$ cat src/rtl/mc_controller_pkg.sv
// Shared types and encodings for the multi-cycle RV32I control unit.
// Imported by the decoder and the sequencing FSM.
package ctrl_pkg;

  typedef enum logic [3:0] {
    ALU_NOP  = 4'd0,
    ALU_ADD  = 4'd1,
    ALU_SUB  = 4'd2,
    ALU_AND  = 4'd3,
    ALU_OR   = 4'd4,
    ALU_XOR  = 4'd5,
    ALU_SLL  = 4'd6,
    ALU_SRL  = 4'd7,
    ALU_SRA  = 4'd8,
    ALU_ROR  = 4'd9,
    ALU_ROL  = 4'd10,
    ALU_SLT  = 4'd11,
    ALU_SLTU = 4'd12
  } alu_ops_t;

  typedef enum logic [2:0] {
    ST_FETCH, ST_DECODE, ST_EXEC, ST_MEM, ST_WB, ST_TRAP
  } ctrl_state_t;

  typedef enum logic [2:0] {
    CLS_ALU, CLS_LOAD, CLS_STORE, CLS_BRANCH, CLS_JAL, CLS_JALR
  } instr_class_t;

  localparam logic [6:0] OP_LUI    = 7'b0110111;
  localparam logic [6:0] OP_AUIPC  = 7'b0010111;
  localparam logic [6:0] OP_JAL    = 7'b1101111;
  localparam logic [6:0] OP_JALR   = 7'b1100111;
  localparam logic [6:0] OP_BRANCH = 7'b1100011;
  localparam logic [6:0] OP_LOAD   = 7'b0000011;
  localparam logic [6:0] OP_STORE  = 7'b0100011;
  localparam logic [6:0] OP_IMM    = 7'b0010011;
  localparam logic [6:0] OP_OP     = 7'b0110011;

  localparam logic [6:0] F7_BASE = 7'h00;
  localparam logic [6:0] F7_ALT  = 7'h20;

  localparam logic [1:0] MEM_BYTE = 2'b00;
  localparam logic [1:0] MEM_HALF = 2'b01;
  localparam logic [1:0] MEM_WORD = 2'b10;

  localparam logic [1:0] PC_PLUS4 = 2'b00;
  localparam logic [1:0] PC_IMM   = 2'b01;
  localparam logic [1:0] PC_JALR  = 2'b10;

  localparam logic [1:0] SRC_A_RS1  = 2'b00;
  localparam logic [1:0] SRC_A_PC   = 2'b01;
  localparam logic [1:0] SRC_A_ZERO = 2'b10;
  localparam logic [1:0] SRC_B_RS2  = 2'b00;
  localparam logic [1:0] SRC_B_IMM  = 2'b01;

  localparam logic [2:0] IMM_I = 3'd0;
  localparam logic [2:0] IMM_S = 3'd1;
  localparam logic [2:0] IMM_B = 3'd2;
  localparam logic [2:0] IMM_U = 3'd3;
  localparam logic [2:0] IMM_J = 3'd4;

  localparam logic [1:0] WB_PC4 = 2'b00;
  localparam logic [1:0] WB_ALU = 2'b01;
  localparam logic [1:0] WB_MEM = 2'b10;

  localparam logic [1:0] CAUSE_NONE    = 2'b00;
  localparam logic [1:0] CAUSE_ILLEGAL = 2'b01;
  localparam logic [1:0] CAUSE_FETCH   = 2'b10;
  localparam logic [1:0] CAUSE_DATA    = 2'b11;

  typedef struct packed {
    instr_class_t cls;
    alu_ops_t     alu_op;
    logic [2:0]   imm_sel;
    logic [1:0]   mem_size;
    logic         mem_unsigned;
    logic         illegal;
  } decode_t;

  // R-type and I-type arithmetic share the funct3 mapping; alt selects SUB/SRA.
  function automatic alu_ops_t alu_from_funct3(input logic [2:0] f3, input logic alt);
    case (f3)
      3'b000:  return alt ? ALU_SUB : ALU_ADD;
      3'b001:  return ALU_SLL;
      3'b010:  return ALU_SLT;
      3'b011:  return ALU_SLTU;
      3'b100:  return ALU_XOR;
      3'b101:  return alt ? ALU_SRA : ALU_SRL;
      3'b110:  return ALU_OR;
      default: return ALU_AND;
    endcase
  endfunction

endpackage

$ cat src/rtl/mc_controller_if.sv
// Unified memory port handshake between the control unit and memory.
interface mc_controller_if;
  logic        mem_req;
  logic        mem_we;
  logic [1:0]  mem_size;
  logic        mem_unsigned;
  logic        mem_ack;
  logic [31:0] mem_rdata_instr;

  modport master (
    output mem_req, mem_we, mem_size, mem_unsigned,
    input  mem_ack, mem_rdata_instr
  );

  modport slave (
    input  mem_req, mem_we, mem_size, mem_unsigned,
    output mem_ack, mem_rdata_instr
  );
endinterface

$ cat src/rtl/mc_controller_instr_decode.sv
// Combinational RV32I classifier: instruction class, ALU op, immediate
// format, memory access size/sign and illegal-encoding detection.
module instr_decode
  import ctrl_pkg::*;
(
  input  logic [31:0] instr,
  output decode_t     dec
);

  logic [6:0] opcode;
  logic [2:0] funct3;
  logic [6:0] funct7;
  logic       unused_fields;

  assign opcode        = instr[6:0];
  assign funct3        = instr[14:12];
  assign funct7        = instr[31:25];
  assign unused_fields = ^{instr[24:15], instr[11:7]};

  always_comb begin
    dec = '{cls: CLS_ALU, alu_op: ALU_ADD, imm_sel: IMM_I,
            mem_size: MEM_WORD, mem_unsigned: 1'b0, illegal: 1'b1};
    case (opcode)
      OP_OP: begin
        dec.alu_op  = alu_from_funct3(funct3, funct7[5]);
        dec.illegal = !((funct7 == F7_BASE) ||
                        ((funct7 == F7_ALT) && ((funct3 == 3'b000) || (funct3 == 3'b101))));
      end
      OP_IMM: begin
        // Only the shift-immediates carry funct7; the rest use those bits as immediate.
        dec.alu_op = alu_from_funct3(funct3, (funct3 == 3'b101) && funct7[5]);
        case (funct3)
          3'b001:  dec.illegal = (funct7 != F7_BASE);
          3'b101:  dec.illegal = !((funct7 == F7_BASE) || (funct7 == F7_ALT));
          default: dec.illegal = 1'b0;
        endcase
      end
      OP_LUI, OP_AUIPC: begin
        dec.imm_sel = IMM_U;
        dec.illegal = 1'b0;
      end
      OP_LOAD: begin
        dec.cls          = CLS_LOAD;
        dec.mem_size     = funct3[1:0];
        dec.mem_unsigned = funct3[2];
        dec.illegal      = (funct3 == 3'b011) || (funct3 == 3'b110) || (funct3 == 3'b111);
      end
      OP_STORE: begin
        dec.cls      = CLS_STORE;
        dec.imm_sel  = IMM_S;
        dec.mem_size = funct3[1:0];
        dec.illegal  = (funct3 >= 3'b011);
      end
      OP_BRANCH: begin
        dec.cls     = CLS_BRANCH;
        dec.imm_sel = IMM_B;
        dec.illegal = (funct3 == 3'b010) || (funct3 == 3'b011);
      end
      OP_JAL: begin
        dec.cls     = CLS_JAL;
        dec.imm_sel = IMM_J;
        dec.illegal = 1'b0;
      end
      OP_JALR: begin
        dec.cls     = CLS_JALR;
        dec.illegal = (funct3 != 3'b000);
      end
      default: ;
    endcase
  end

endmodule

$ cat src/rtl/mc_controller.sv
// Multi-cycle RV32I control FSM: sequences fetch/decode/exec/mem/wb, owns the
// memory handshake with a wait-cycle timeout, and traps stickily on faults.
module mc_controller
  import ctrl_pkg::*;
#(
  parameter int TIMEOUT_CYCLES = 255,
  parameter int ALUOP_W        = 4
) (
  input  logic                clk,
  input  logic                reset,
  input  logic [31:0]         instr,
  input  logic                br_cond,
  mc_controller_if.master     mem,
  output logic                ir_we,
  output logic                pc_we,
  output logic [1:0]          pc_src,
  output logic [1:0]          alu_src_a,
  output logic [1:0]          alu_src_b,
  output logic [ALUOP_W-1:0]  alu_op,
  output logic [2:0]          cmp_op,
  output logic [2:0]          imm_sel,
  output logic                reg_we,
  output logic [1:0]          wb_sel,
  output logic                retire,
  output logic                trap,
  output logic [1:0]          trap_cause
);

  localparam int              CNT_W      = (TIMEOUT_CYCLES < 2) ? 1 : $clog2(TIMEOUT_CYCLES);
  localparam logic [CNT_W-1:0] CNT_LIMIT = CNT_W'((TIMEOUT_CYCLES > 0) ? TIMEOUT_CYCLES - 1 : 0);
  localparam bit              TIMEOUT_EN = (TIMEOUT_CYCLES > 0);

  ctrl_state_t      state, state_next;
  logic [CNT_W-1:0] cnt, cnt_next;
  logic [1:0]       cause, cause_next;
  decode_t          dec;
  alu_ops_t         op_sel;
  logic [1:0]       alu_a_sel, alu_b_sel;
  logic             timeout_hit;
  logic             unused_rdata;

  instr_decode u_decode (
    .instr (instr),
    .dec   (dec)
  );

  assign unused_rdata = ^mem.mem_rdata_instr;
  // The counter value before increment equals LIMIT on the last allowed wait cycle.
  assign timeout_hit  = TIMEOUT_EN && (cnt == CNT_LIMIT);
  assign alu_a_sel    = (instr[6:0] == OP_LUI)   ? SRC_A_ZERO :
                        (instr[6:0] == OP_AUIPC) ? SRC_A_PC   : SRC_A_RS1;
  assign alu_b_sel    = (instr[6:0] == OP_OP)    ? SRC_B_RS2  : SRC_B_IMM;

  // reset is active-low; release is expected to be synchronised upstream.
  always_ff @(posedge clk or negedge reset) begin
    if (!reset) begin
      state <= ST_FETCH;
      cnt   <= '0;
      cause <= CAUSE_NONE;
    end else begin
      state <= state_next;
      cnt   <= cnt_next;
      cause <= cause_next;
    end
  end

  always_comb begin
    state_next = state;
    cause_next = cause;
    case (state)
      ST_FETCH: begin
        if (mem.mem_ack)      state_next = ST_DECODE;
        else if (timeout_hit) begin
          state_next = ST_TRAP;
          cause_next = CAUSE_FETCH;
        end
      end
      ST_DECODE: begin
        if (dec.illegal) begin
          state_next = ST_TRAP;
          cause_next = CAUSE_ILLEGAL;
        end else begin
          state_next = ST_EXEC;
        end
      end
      ST_EXEC: begin
        case (dec.cls)
          CLS_ALU:             state_next = ST_WB;
          CLS_LOAD, CLS_STORE: state_next = ST_MEM;
          default:             state_next = ST_FETCH;
        endcase
      end
      ST_MEM: begin
        if (mem.mem_ack)      state_next = (dec.cls == CLS_LOAD) ? ST_WB : ST_FETCH;
        else if (timeout_hit) begin
          state_next = ST_TRAP;
          cause_next = CAUSE_DATA;
        end
      end
      ST_WB:   state_next = ST_FETCH;
      default: state_next = ST_TRAP;
    endcase

    // Counter restarts on every state entry and only runs while a request waits.
    if (state_next != state)
      cnt_next = '0;
    else if ((state == ST_FETCH) || (state == ST_MEM))
      cnt_next = cnt + CNT_W'(1);
    else
      cnt_next = '0;
  end

  always_comb begin
    mem.mem_req      = 1'b0;
    mem.mem_we       = 1'b0;
    mem.mem_size     = MEM_WORD;
    mem.mem_unsigned = 1'b0;
    ir_we            = 1'b0;
    pc_we            = 1'b0;
    pc_src           = PC_PLUS4;
    alu_src_a        = SRC_A_RS1;
    alu_src_b        = SRC_B_RS2;
    op_sel           = ALU_ADD;
    cmp_op           = 3'b000;
    imm_sel          = IMM_I;
    reg_we           = 1'b0;
    wb_sel           = WB_PC4;
    retire           = 1'b0;
    // Gating on reset lets mem_req fall the instant reset asserts.
    if (reset) begin
      case (state)
        ST_FETCH: begin
          mem.mem_req = 1'b1;
          ir_we       = mem.mem_ack;
        end
        ST_EXEC: begin
          imm_sel = dec.imm_sel;
          case (dec.cls)
            CLS_ALU: begin
              alu_src_a = alu_a_sel;
              alu_src_b = alu_b_sel;
              op_sel    = dec.alu_op;
            end
            CLS_LOAD, CLS_STORE: alu_src_b = SRC_B_IMM;
            CLS_BRANCH: begin
              cmp_op = instr[14:12];
              pc_we  = 1'b1;
              pc_src = br_cond ? PC_IMM : PC_PLUS4;
              retire = 1'b1;
            end
            default: begin
              alu_src_b = SRC_B_IMM;
              reg_we    = 1'b1;
              wb_sel    = WB_PC4;
              pc_we     = 1'b1;
              pc_src    = (dec.cls == CLS_JAL) ? PC_IMM : PC_JALR;
              retire    = 1'b1;
            end
          endcase
        end
        ST_MEM: begin
          alu_src_b        = SRC_B_IMM;
          imm_sel          = dec.imm_sel;
          mem.mem_req      = 1'b1;
          mem.mem_we       = (dec.cls == CLS_STORE);
          mem.mem_size     = dec.mem_size;
          mem.mem_unsigned = (dec.cls == CLS_LOAD) && dec.mem_unsigned;
          if (dec.cls == CLS_STORE) begin
            pc_we  = mem.mem_ack;
            retire = mem.mem_ack;
          end
        end
        ST_WB: begin
          reg_we  = 1'b1;
          pc_we   = 1'b1;
          retire  = 1'b1;
          imm_sel = dec.imm_sel;
          if (dec.cls == CLS_LOAD) begin
            wb_sel = WB_MEM;
          end else begin
            wb_sel    = WB_ALU;
            alu_src_a = alu_a_sel;
            alu_src_b = alu_b_sel;
            op_sel    = dec.alu_op;
          end
        end
        default: ;
      endcase
    end
  end

  assign alu_op     = ALUOP_W'(op_sel);
  assign trap       = (state == ST_TRAP);
  assign trap_cause = cause;

endmodule

$ cat src/flat_wrapper.sv
// flat-port wrapper written by rule: the top's interface ports become plain ports
module mc_controller_flat import ctrl_pkg::*;
#(
  parameter int TIMEOUT_CYCLES = 255,
  parameter int ALUOP_W        = 4
)
  (clk, reset, instr, br_cond, ir_we, pc_we, pc_src, alu_src_a, alu_src_b, alu_op, cmp_op, imm_sel, reg_we, wb_sel, retire, trap, trap_cause, mem_mem_req, mem_mem_we, mem_mem_size, mem_mem_unsigned, mem_mem_ack, mem_mem_rdata_instr);
  mc_controller_if mem_i ();
  input  logic clk;
  input  logic reset;
  input  logic [31:0] instr;
  input  logic br_cond;
  output logic ir_we;
  output logic pc_we;
  output logic [1:0] pc_src;
  output logic [1:0] alu_src_a;
  output logic [1:0] alu_src_b;
  output logic [ALUOP_W-1:0] alu_op;
  output logic [2:0] cmp_op;
  output logic [2:0] imm_sel;
  output logic reg_we;
  output logic [1:0] wb_sel;
  output logic retire;
  output logic trap;
  output logic [1:0] trap_cause;
  output wire logic [$bits(mem_i.mem_req)-1:0] mem_mem_req;
  output wire logic [$bits(mem_i.mem_we)-1:0] mem_mem_we;
  output wire logic [$bits(mem_i.mem_size)-1:0] mem_mem_size;
  output wire logic [$bits(mem_i.mem_unsigned)-1:0] mem_mem_unsigned;
  input wire logic [$bits(mem_i.mem_ack)-1:0] mem_mem_ack;
  input wire logic [$bits(mem_i.mem_rdata_instr)-1:0] mem_mem_rdata_instr;
  assign mem_mem_req = mem_i.mem_req;
  assign mem_mem_we = mem_i.mem_we;
  assign mem_mem_size = mem_i.mem_size;
  assign mem_mem_unsigned = mem_i.mem_unsigned;
  assign mem_i.mem_ack = mem_mem_ack;
  assign mem_i.mem_rdata_instr = mem_mem_rdata_instr;
  mc_controller #(.TIMEOUT_CYCLES(TIMEOUT_CYCLES), .ALUOP_W(ALUOP_W)) u_core (.clk(clk), .reset(reset), .instr(instr), .br_cond(br_cond), .mem(mem_i), .ir_we(ir_we), .pc_we(pc_we), .pc_src(pc_src), .alu_src_a(alu_src_a), .alu_src_b(alu_src_b), .alu_op(alu_op), .cmp_op(cmp_op), .imm_sel(imm_sel), .reg_we(reg_we), .wb_sel(wb_sel), .retire(retire), .trap(trap), .trap_cause(trap_cause));
endmodule
$ cat config.mk
export PLATFORM = sky130hd
export DESIGN_NAME = mc_controller_flat
export DESIGN_NICKNAME = d
export VERILOG_FILES = /design/src/rtl/mc_controller_pkg.sv /design/src/rtl/mc_controller_if.sv /design/src/rtl/mc_controller_instr_decode.sv /design/src/rtl/mc_controller.sv /design/src/flat_wrapper.sv
export SDC_FILE = /design/constraint.sdc
export NUM_CORES = 1
export LEC_CHECK = 0
export BUFFER_PORTS_ARGS = -buffer_cell sky130_fd_sc_hd__buf_4
export CORE_MARGIN = 3
export CORE_UTILIZATION = 43
export CTS_CLUSTER_SIZE = 14
export DETAILED_ROUTE_END_ITERATION = 7
export PLACE_DENSITY = 0.89
export SETUP_SLACK_MARGIN = 0.05
export SLEW_MARGIN = 10
export SYNTH_ARGS = -nofsm -noshare
export SYNTH_HDL_FRONTEND = slang
export SYNTH_HIERARCHICAL = 1
export SYNTH_SLANG_ARGS = --single-unit
$ cat constraint.sdc
create_clock -name clk -period 2.9 [get_ports clk]
set_input_delay 0.435 -clock clk [delete_from_list [all_inputs] [get_ports clk]]
set_output_delay 0.435 -clock clk [all_outputs]
set_load 0.005 [all_outputs]
# Word-level counts from Yosys, hierarchy flattened
# Index checks and enable logic that the tools add are counted.
[word_totals]
reg_bits = 13
latch_bits = 0
ram_bits = 0
mem_bits_ro = 0
inputBits = 68
out_inout_bits = 30
memories = 0
[op_classes]
n_addsub = 1
n_mul = 0
div = 0
order_cmp = 1
n_eq_ne = 33
shifts = 0
mux = 73
bitwise_logic = 0
reduce_logical = 28
[op_table]
columns = ["operator", "count"]
rows = [
  ["4-bit case mux with 7 select lines", 2],
  ["2-bit two-way mux", 22],
  ["3-bit two-way mux", 10],
  ["3-bit case mux with 5 select lines", 2],
  ["7-bit by 6-bit == test with 1-bit output (second input constant)", 4],
  ["3-bit == test (second input constant)", 7],
  ["7-bit == test (second input constant)", 3],
  ["4-bit two-way mux", 5],
  ["3-bit by 2-bit == test with 1-bit output (second input constant)", 6],
  ["1-bit two-way mux", 17],
  ["8-bit two-way mux", 2],
  ["4-bit case mux with 2 select lines", 2],
  ["7-bit by 5-bit == test with 1-bit output (second input constant)", 2],
  ["2-bit case mux with 2 select lines", 3],
  ["2-bit case mux with 3 select lines", 2],
  ["3-bit case mux with 4 select lines", 1],
  ["3-bit by 1-bit == test with 1-bit output (second input constant)", 3],
  ["3-bit zero test", 3],
  ["3-bit OR reduction", 3],
  ["8-bit by 1-bit adder with 8-bit output (second input constant)", 1],
  ["8-bit == test (second input constant)", 1],
  ["2-bit OR reduction", 4],
  ["7-bit by 2-bit == test with 1-bit output (second input constant)", 1],
  ["7-bit zero test", 1],
  ["other kinds (15)", 29],
]

# Longest topological paths before layout
# Gate-level depths: netlist of run 1.
[depth]
depth_word = 10
depth_mapped = 10

# Modules after synthesis
# Netlist of run 1, hierarchy kept.
[by_module_without_submodules]
columns = ["mod", "instances", "cells_each", "area_each_um2", "seq_area_each_um2"]
rows = [
  ["mc_controller", 1, 152, 1203.7, 325.3],
  ["instr_decode", 1, 59, 364.1, 0.0],
]

# Worst setup path after synthesis of run 1
# No wires, ideal clock.
[synth_path]
path_kind = "in2out"
from = "in instr[5]"
to = "out alu_src_b[0]"
arrival_ns = 1.936
t_required_ns = 2.465
path_slack_ns = 0.529
cell_stages = 8
cell_sequence = "buf_2 -> or3b_2 -> nor2_1 -> buf_4 -> xnor2_1 -> a21oi_1 -> nor4b_1 -> o41ai_1"
[synth_rtl]
columns = ["item", "line", "text"]
rows = [
  ["start: declaration", "flat_wrapper.sv:11", "input logic [31:0] instr;"],
  ["end: declaration", "flat_wrapper.sv:17", "output logic [1:0] alu_src_b;"],
]

==> results.yml, run 1 <==
sta:
  slew_headroom_pct: 62.0
  fmax_ghz: 0.377
  timing.final.hold_violations: 0
  min_period_ns: 2.66
  finClkSkew_ns: 0.00308
  timing.final.crit_share_pct: 91.6
  finalSetupViolations: 0
  rsz0062_at_grt: "false"
  timing.setup.tns_ns: 0
  worst_pin_slew_ns: 0.564
  slew_violations: 0
clocking:
  insertion_delay_ns: 0.27
  clock-sinks: 13
  cts_tree: "built"
  post_cts_resized: 0
  cts_buffer_depth: 2
  numCtsBuffers: 3
  clk_pin_slew_worst_paths_ns: 0.07
  root_buffer: "clkbuf_4"
  cts_max_level: 1
  ctsHoldBuffers: 0
  post_cts_buffers: 0
grt:
  grt_usage_pct: 18.4
  first_global_vias: 1534
  grt_pass1_wl_um: 6510
  antenna_found_initial: 0
  grt_max_degree: 20
  grt_overflow: 0
layout:
  final_nets: 324
  drive_gt1_share_pct: 26.9
  diodes: 0
  stdcell_count: 299
  area_growth_pct: 25.4
power_and_ir_drop:
  power_frac_seq_pct: 32.3
  switching_share_pct: 41.9
  p_leak_nw: 0.857
  irDropWorstVdd_mv: 0.127
  switchingPower_w: 0.000299
  clockPowerShare_pct: 15.1
  power_density_mw_per_mm2: 362
  p_comb_share_pct: 52.5
  intPower_w: 0.000414
synth:
  yosysWarningCount: 6
  synth-async-reset-ratio_pct: 100
  synth_cell_types: 53
  synthFlopType: "dfrtp_1"
  synth-edff-count: 0
  syn-num-nets: 281
  synth.avg_cell_area_um2: 7.43
  synth_seq_cells: 13
  postSynthCellCount: 211
  syn_area_mm2: 0.00157
  ys_seq_area_share_pct: 20.8
worst_setup_path:
  reg2reg_to: "u_core/cnt[5]"
  cp-startpoint: "instr[4]"
  critPathKind: "primary input to primary output"
  endpoint_kind: "primary output"
  setup.worst_path.start_class: "primary input"
  worstReg2RegStart: "u_core/cnt[0]"
  cp.arrival_ns: 2.22
  reg2regPathDepth: 6
  r2r_slack_ns: 1.25
  crit_path_max_fanout: 8
  cp-endpoint: "alu_src_b[0]"
  critPathRequiredTime_ns: 2.47
floorplanning:
  die_w_um: 66.4
  fp.dieArea_mm2: 0.00441
  io_pins: 98
  chipHeight_um: 66.4
  rows: 21
  fp.coreArea_mm2: 0.00342
  initial_utilization_pct: 45.9
placed_design:
  dp_hpwl_um: 3080
  placed_cells: 295
  place_congestion: 0.863
  portBuffers: 49
routing:
  drt-total-wl_um: 3960
  drtIter0Drc: 123
  ant_nets: 0
  vias: 1695
  routed_via_density: 5.67
  first_pass_iters: 4
  wire_per_inst_um: 13.2
  post-route-drc-count: 0
flow_run:
  maxCapViolCount: 0
min_path:
  worst_hold_path_type: "primary input to async pin"
run_status:
  outcome: "complete, no violations"
-- flip-flops by register name (all words and copies together), names as in the netlist --
name               cells
u_core/cnt             8
u_core/state           3
u_core/trap_cause      2
-- synth_stat cells (2+ instances only) --
library cell | n | share of area (%)
o211ai_1 | 2 | 0.96
o22a_1 | 3 | 1.7
buf_4 | 4 | 1.9
nand2_1 | 12 | 2.9
nor4b_1 | 3 | 1.7
and4b_1 | 2 | 1.3
clkbuf_1 | 4 | 0.96
buf_2 | 7 | 2.2
and2b_1 | 2 | 0.96
a211oi_1 | 5 | 2.4
nor4bb_1 | 2 | 1.3
nand4_1 | 3 | 1.2
o41ai_1 | 2 | 1.1
nor2b_1 | 5 | 2.0
nor3b_1 | 2 | 0.96
nor4_1 | 4 | 1.6
xor2_1 | 7 | 3.9
and3_1 | 3 | 1.2
a21oi_1 | 15 | 4.8
inv_1 | 9 | 2.2
and2_1 | 12 | 4.8
nor3_1 | 6 | 1.9
xnor2_1 | 2 | 1.1
nand3_1 | 11 | 3.5
o21ai_0 | 8 | 2.6
dfrtp_1 | 13 | 21
and4_1 | 3 | 1.7
nor2_1 | 27 | 6.5
or4_1 | 2 | 0.96
nand2b_1 | 6 | 2.4
ha_1 | 2 | 1.6
a31oi_1 | 2 | 0.80
-- power groups by stage --
stage	registers (W)	clock network (W)	logic, W
global route	0.000237	0.000123	0.000416
global placement	0.000233	0	0.000366
detailed placement	0.000234	0	0.000370
floorplan	0.000213	0	0.000283
CTS	0.000230	0.000113	0.000371
finish	0.000230	0.000108	0.000374
-- placed cells by master (no fill, tap or decap), types with 3 or more instances in the layout --
master	netlist	routed
buf_4	4	54
nor2_1	27	27
a21oi_1	15	15
dfrtp_1	13	13
nand2_1	12	12
and2_1	12	12
nand3_1	11	11
inv_1	9	9
o21ai_0	8	8
xor2_1	7	7
nand2b_1	6	6
nor3_1	6	6
nor2b_1	5	5
a211oi_1	5	5
nor4_1	4	4
clkbuf_4	0	3
and3_1	3	3
nand4_1	3	3
and4_1	3	3
nor4b_1	3	3
o22a_1	3	3
-- kinds of logic after synthesis --
| family | Yosys count | synth area share [%] |
|---|---|---|
| AND/OR/NAND/NOR | 115 | 43.8 |
| AO/OA/AOI/OAI | 46 | 20.6 |
| buffers and inverters | 25 | 7.98 |
| flip-flops | 13 | 20.8 |
| XOR/XNOR | 9 | 5.03 |
| adder cells (fa/ha/maj) | 2 | 1.60 |
| other | 1 | 0.239 |
-- through the flow --
stage	utilization (%)	total power (W)	hold slack, ns	setup WS [ns]	instance area, µm²
2_1_floorplan	-	0.000496	0.139	0.529	1570
3_3_place_gp	56.8	0.000599	0.301	0.315	1940
3_5_place_dp	56.8	0.000604	0.305	0.282	1940
4_1_cts	57.5	0.000715	0.00580	0.281	1970
5_1_grt	57.5	0.000776	0.00354	0.174	1970
6_report	57.5	0.000712	0.00738	0.245	1970
-- worst max-delay path, stage by stage --
cell	delay, ns
buf_4	0.14
or3b_2	0.49
nor2_1	0.18
xnor2_1	0.20
a21oi_1	0.13
nor4b_1	0.37
o41ai_1	0.12
buf_4	0.14
-- how the worst min path moves through the flow --
stage / start / endpoint / slack, ns
3_5_place_dp: reset / u_core/cnt[3] / 0.31
3_3_place_gp: reset / u_core/cnt[3] / 0.30
4_1_cts: reset / u_core/cnt[0] / 0.006
2_1_floorplan: reset / u_core/cnt[0] / 0.14
6_report: reset / u_core/cnt[3] / 0.007
5_1_grt: reset / u_core/cnt[0] / 0.004
-- layer usage --
layer	wire, µm	vias to the layer above	track usage, %
met3	212	2	3.40
met4	19	0	4.31
met2	1960	50	31.4
li1	-	846	-
met5	0	-	0
met1	1760	797	23.6
-- final cells by class --
| type | instances | area (µm²) |
|---|---|---|
| Clock buffer | 4 | 26.3 |
| Timing Repair Buffer | 54 | 405 |
| Tap cell | 46 | 57.6 |
| Multi-Input combinational cell | 173 | 1120 |
| Inverter | 9 | 33.8 |
| Sequential cell | 13 | 325 |
| Fill cell | 321 | 1450 |
Note: power is estimated with default switching activity, not from simulation.
==> run 2, diff against run 1 <==
--- a/config.mk
+++ b/config.mk
@@ -5,12 +5,12 @@
 export SDC_FILE = /design/constraint.sdc
 export NUM_CORES = 1
 export LEC_CHECK = 0
-export BUFFER_PORTS_ARGS = -buffer_cell sky130_fd_sc_hd__buf_4
 export CORE_MARGIN = 3
-export CORE_UTILIZATION = 43
+export CORE_UTILIZATION = 56
 export CTS_CLUSTER_SIZE = 14
 export DETAILED_ROUTE_END_ITERATION = 7
-export PLACE_DENSITY = 0.89
+export DONT_BUFFER_PORTS = 1
+export PLACE_DENSITY = 0.79
 export SETUP_SLACK_MARGIN = 0.05
 export SLEW_MARGIN = 10
 export SYNTH_ARGS = -nofsm -noshare
==> run 2 against run 1 <==
  * Sequential share of layout area is 3.8 points higher
  * Register-to-register slack worse by 0.09 ns
  * Clock skew grew 0.0020 ns
  * Non-clock buffer count fell by 47
  * Routed wire length fell by 2.0%
  * Total power shrank 8.8%
  * Critical endpoint unchanged
==> results.yml, run 2 (synthesis gave the netlist of run 1 again) <==
power_and_ir_drop:
  irDropWorstVdd_mv: 0.418
  power_density_mw_per_mm2: 407
  p_leak_nw: 0.619
sta:
  timing.setup.tns_ns: 0
  finalSetupViolations: 0
  rsz0062_at_grt: "false"
  worst_pin_slew_ns: 0.594
  fmax_ghz: 0.403
  timing.final.hold_violations: 0
  timing.final.crit_share_pct: 85.6
  finClkSkew_ns: 0.00512
  slew_headroom_pct: 60.3
  min_period_ns: 2.48
  slew_violations: 0
floorplanning:
  initial_utilization_pct: 61.1
  chipHeight_um: 58.9
  fp.dieArea_mm2: 0.00347
  io_pins: 98
  fp.coreArea_mm2: 0.00257
  die_w_um: 58.9
  rows: 18
placed_design:
  place_congestion: 0.928
  portBuffers: 0
  dp_hpwl_um: 2890
  dpl_cell_area_mm2: 0.00156
clocking:
  numCtsBuffers: 3
  cts_max_level: 1
  post_cts_resized: 0
  root_buffer: "clkbuf_4"
  cts_buffer_depth: 2
  insertion_delay_ns: 0.28
  post_cts_buffers: 0
  clock-sinks: 13
  clk_pin_slew_worst_paths_ns: 0.08
  cts_tree: "built"
  ctsHoldBuffers: 1
layout:
  final_util_pct: 62.2
  multiInputGateArea_mm2: 0.00112
  diodes: 0
  area_growth_pct: 1.84
  drive_gt1_share_pct: 10.2
  final_nets: 277
  final_cell_mix: "27 x nor2_1, 15 x a21oi_1, 13 x dfrtp_1"
  final_common_cell: "nor2_1"
  regArea_um2: 325
  top_register: "u_core/cnt"
  final_cell_area_mm2: 0.00160
  largest_reg_flops: 8
  fillers: 224
routing:
  wire_per_inst_um: 16.4
  drt-total-wl_um: 3880
  post-route-drc-count: 0
  ant_nets: 0
  first_pass_iters: 4
  drtIter0Drc: 101
  routed_via_density: 6.59
  vias: 1555
worst_setup_path:
  crit_path_max_fanout: 8
  cp_cell_sequence: "or3b_2 -> nor2_1 -> xnor2_1 -> a21oi_1 -> nor4b_1 -> o41ai_1 -> buf_4"
  critPathRequiredTime_ns: 2.47
  critPathKind: "primary input to primary output"
  max_stage_delay_ns: 0.47
  cp.arrival_ns: 2.05
  crit_buf_inv: 1
  setup.worst_path.start_class: "primary input"
  crit_slowest_cell: "or3b_2"
  endpoint_kind: "primary output"
  crit_family: "simple AND/OR/NAND/NOR gates"
flow_run:
  maxCapViolCount: 0
grt:
  antenna_found_initial: 0
  grt_pass1_wl_um: 6330
  grt_overflow: 0
  grt_max_degree: 20
  grt_usage_pct: 22.7
  first_global_vias: 1408
min_path:
  worst_hold_path_type: "primary input to flop"
run_status:
  outcome: "complete, no violations"
[run 2: power by group]
part           leakage, nW  switching (W)  internal [W]
clock network       0.0177      0.0000600     0.0000511
registers            0.170      0.0000320      0.000199
logic                0.432       0.000191      0.000117
total                0.619       0.000283      0.000367
[run 2: path summary, 6_finish.rpt]
path	depth (start not counted)	slack [ns]	start	to
max	7	0.42	instr[4]	alu_src_b[0]
max in group asynchronous	1	1.92	reset	u_core/state[1]
min	2	0.38	mem_mem_ack	u_core/state[2]
min reg2reg	1	0.54	u_core/cnt[0]	u_core/cnt[0]
max reg2reg	6	1.16	u_core/cnt[0]	u_core/state[2]
min in group asynchronous	1	0.60	reset	u_core/cnt[6]
[run 2: per-stage QoR]
stage                     power, W  setup WS, ns  hold slack, ns  std cells
after floorplan           0.000496         0.529           0.139        211
after global placement    0.000519         0.473           0.140        231
after detailed placement  0.000532         0.439           0.140        231
after CTS                 0.000649         0.426           0.362        236
after global routing      0.000704         0.275           0.353        236
final                     0.000649         0.418           0.379        236
[run 2: layout make-up]
type                            count  area share (%)
Sequential cell                    13            20.4
Timing Repair Buffer                7            3.45
Tap cell                           30            2.35
Clock buffer                        3            1.41
Inverter                            9            2.12
Multi-Input combinational cell    173            70.0
Clock inverter                      1           0.313
[run 2: worst reg2reg max path, delay by kind of cell, from the launching register on]
family | cells | cell delay (ns)
AO/OA/AOI/OAI | 2 | 0.50
adder cells (fa/ha/maj) | 1 | 0.18
buffers and inverters | 1 | 0.08
flip-flops | 1 | 0.44
AND/OR/NAND/NOR | 2 | 0.41
[run 2: layer usage]
metal	global-route usage [%]	wire length, µm
met1	30.5	1700
met2	37.2	1830
met4	3.24	27
met5	0	0
met3	6.36	324
==> run 3, diff against run 2 <==
--- a/config.mk
+++ b/config.mk
@@ -5,7 +5,7 @@
 export SDC_FILE = /design/constraint.sdc
 export NUM_CORES = 1
 export LEC_CHECK = 0
-export CORE_MARGIN = 3
+export CORE_MARGIN = 2
 export CORE_UTILIZATION = 56
 export CTS_CLUSTER_SIZE = 14
 export DETAILED_ROUTE_END_ITERATION = 7
==> run 3 against run 2 <==
  * Worst setup slack worse by 0.015 ns
  * Global-route usage up 2.2 points
  * Total power down 0.16%
  * Sequential power about the same
  * Clock skew down 0.0043 ns
  * Clock power about the same
  * Core utilization down 3.5 points
  * Clock-buffer cell count unchanged
  * Register-to-register slack about the same
  * Largest cell class unchanged
==> results.yml, run 3 (synthesis gave the netlist of run 1 again) <==
sta:
  timing.setup.tns_ns: 0
  finClkSkew_ns: 0.000798
  timing.final.crit_share_pct: 86.1
  fmax_ghz: 0.401
  min_period_ns: 2.50
  slew_violations: 0
  finalSetupViolations: 0
  worst_pin_slew_ns: 0.634
  timing.final.hold_violations: 0
  slew_headroom_pct: 57.3
  rsz0062_at_grt: "false"
floorplanning:
  die_w_um: 56.9
  fp.coreArea_mm2: 0.00271
  chipHeight_um: 56.9
  fp.dieArea_mm2: 0.00324
  rows: 19
  initial_utilization_pct: 57.8
  io_pins: 98
layout:
  fillers: 248
  final_common_cell: "nor2_1"
  top_register: "u_core/cnt"
  multiInputGateArea_mm2: 0.00112
  drive_gt1_share_pct: 9.76
  final_cell_area_mm2: 0.00159
  final_util_pct: 58.7
  final_nets: 276
  largest_reg_flops: 8
  regArea_um2: 325
  final_cell_mix: "27 x nor2_1, 15 x a21oi_1, 13 x dfrtp_1"
  diodes: 0
  area_growth_pct: 1.44
routing:
  drt-total-wl_um: 3990
  routed_via_density: 6.71
  drtIter0Drc: 155
  first_pass_iters: 4
  wire_per_inst_um: 16.9
  ant_nets: 0
  post-route-drc-count: 0
  vias: 1583
placed_design:
  dp_hpwl_um: 2930
  place_congestion: 0.932
  portBuffers: 0
  dpl_cell_area_mm2: 0.00155
grt:
  grt_usage_pct: 25.0
  grt_max_degree: 20
  grt_pass1_wl_um: 6510
  antenna_found_initial: 0
  grt_overflow: 0
  first_global_vias: 1429
min_path:
  holdPathStages: 2
  holdPathEnd: "u_core/state[2]"
  worst_hold_path_type: "primary input to flop"
  worstHoldStart: "mem_mem_ack"
flow_run:
  maxCapViolCount: 0
worst_setup_path:
  endpoint_kind: "primary output"
  crit_path_max_fanout: 8
  crit_family: "simple AND/OR/NAND/NOR gates"
  crit_buf_inv: 0
  max_stage_delay_ns: 0.48
  cp_cell_sequence: "or3b_2 -> nor2_1 -> xnor2_1 -> a21oi_1 -> nor4b_1 -> o41ai_1"
  setup.worst_path.start_class: "primary input"
  critPathKind: "primary input to primary output"
  r2r_slack_ns: 1.15
  reg2regPathDepth: 6
  reg2reg_to: "u_core/state[2]"
  crit_slowest_cell: "or3b_2"
  critPathRequiredTime_ns: 2.47
  cp.arrival_ns: 2.06
  worstReg2RegStart: "u_core/cnt[0]"
clocking:
  cts_tree: "built"
  cts_buffer_depth: 2
  numCtsBuffers: 3
  clock-sinks: 13
  cts_max_level: 1
  clk_pin_slew_worst_paths_ns: 0.08
  root_buffer: "clkbuf_4"
  post_cts_resized: 0
  insertion_delay_ns: 0.28
power_and_ir_drop:
  p_leak_nw: 0.614
  irDropWorstVdd_mv: 0.388
  power_density_mw_per_mm2: 408
run_status:
  outcome: "complete, no violations"
[run 3: cell types whose count changed in the layout (fill, tap and decap cells not counted)]
cell   previous run  this run
buf_4             6         5
[run 3: per-layer routing]
metal | up-vias | track usage [%] | routed length (µm)
met3 | 8 | 9.22 | 431
met2 | 79 | 38.4 | 1860
met5 | - | 0 | 0
met1 | 746 | 32.8 | 1640
met4 | 0 | 7.31 | 60
li1 | 750 | - | -
[run 3: worst max path at each step]
stage	from	end	slack, ns	depth (start not counted)
after floorplan	instr[5]	alu_src_b[0]	0.53	8
after global placement	instr[4]	alu_src_b[0]	0.58	6
after detailed placement	instr[4]	alu_src_b[0]	0.49	6
after CTS	instr[4]	alu_src_b[0]	0.47	6
after global routing	instr[4]	alu_src_b[0]	0.32	6
final	instr[4]	alu_src_b[0]	0.40	6
[run 3: repair_timing]
action,4_1_cts,5_1_grt
hold buffers,1,0
hold endpoints to repair,13,0
setup endpoints to repair,0,0
buffers inserted,0,0
[run 3: area by class of cell]
type,count,area share (%)
Inverter,9,2.12
Sequential cell,13,20.5
Multi-Input combinational cell,173,70.3
Timing Repair Buffer,6,2.99
Clock buffer,3,1.42
Tap cell,31,2.44
Clock inverter,1,0.315
[run 3: power breakdown]
group | internal (W) | leakage (nW) | switching, W | total, W
Sequential | 0.000199 | 0.170 | 0.0000320 | 0.000231
Combinational | 0.000115 | 0.426 | 0.000189 | 0.000304
Clock | 0.0000512 | 0.0177 | 0.0000626 | 0.000114
Total | 0.000365 | 0.614 | 0.000283 | 0.000648
[run 3: per-stage QoR]
step | power, W | cells | setup slack (ns) | hold slack [ns]
6_report | 0.000648 | 236 | 0.404 | 0.367
5_1_grt | 0.000704 | 236 | 0.319 | 0.360
3_3_place_gp | 0.000515 | 231 | 0.581 | 0.140
2_1_floorplan | 0.000496 | 211 | 0.529 | 0.139
3_5_place_dp | 0.000528 | 231 | 0.487 | 0.140
4_1_cts | 0.000648 | 236 | 0.475 | 0.358
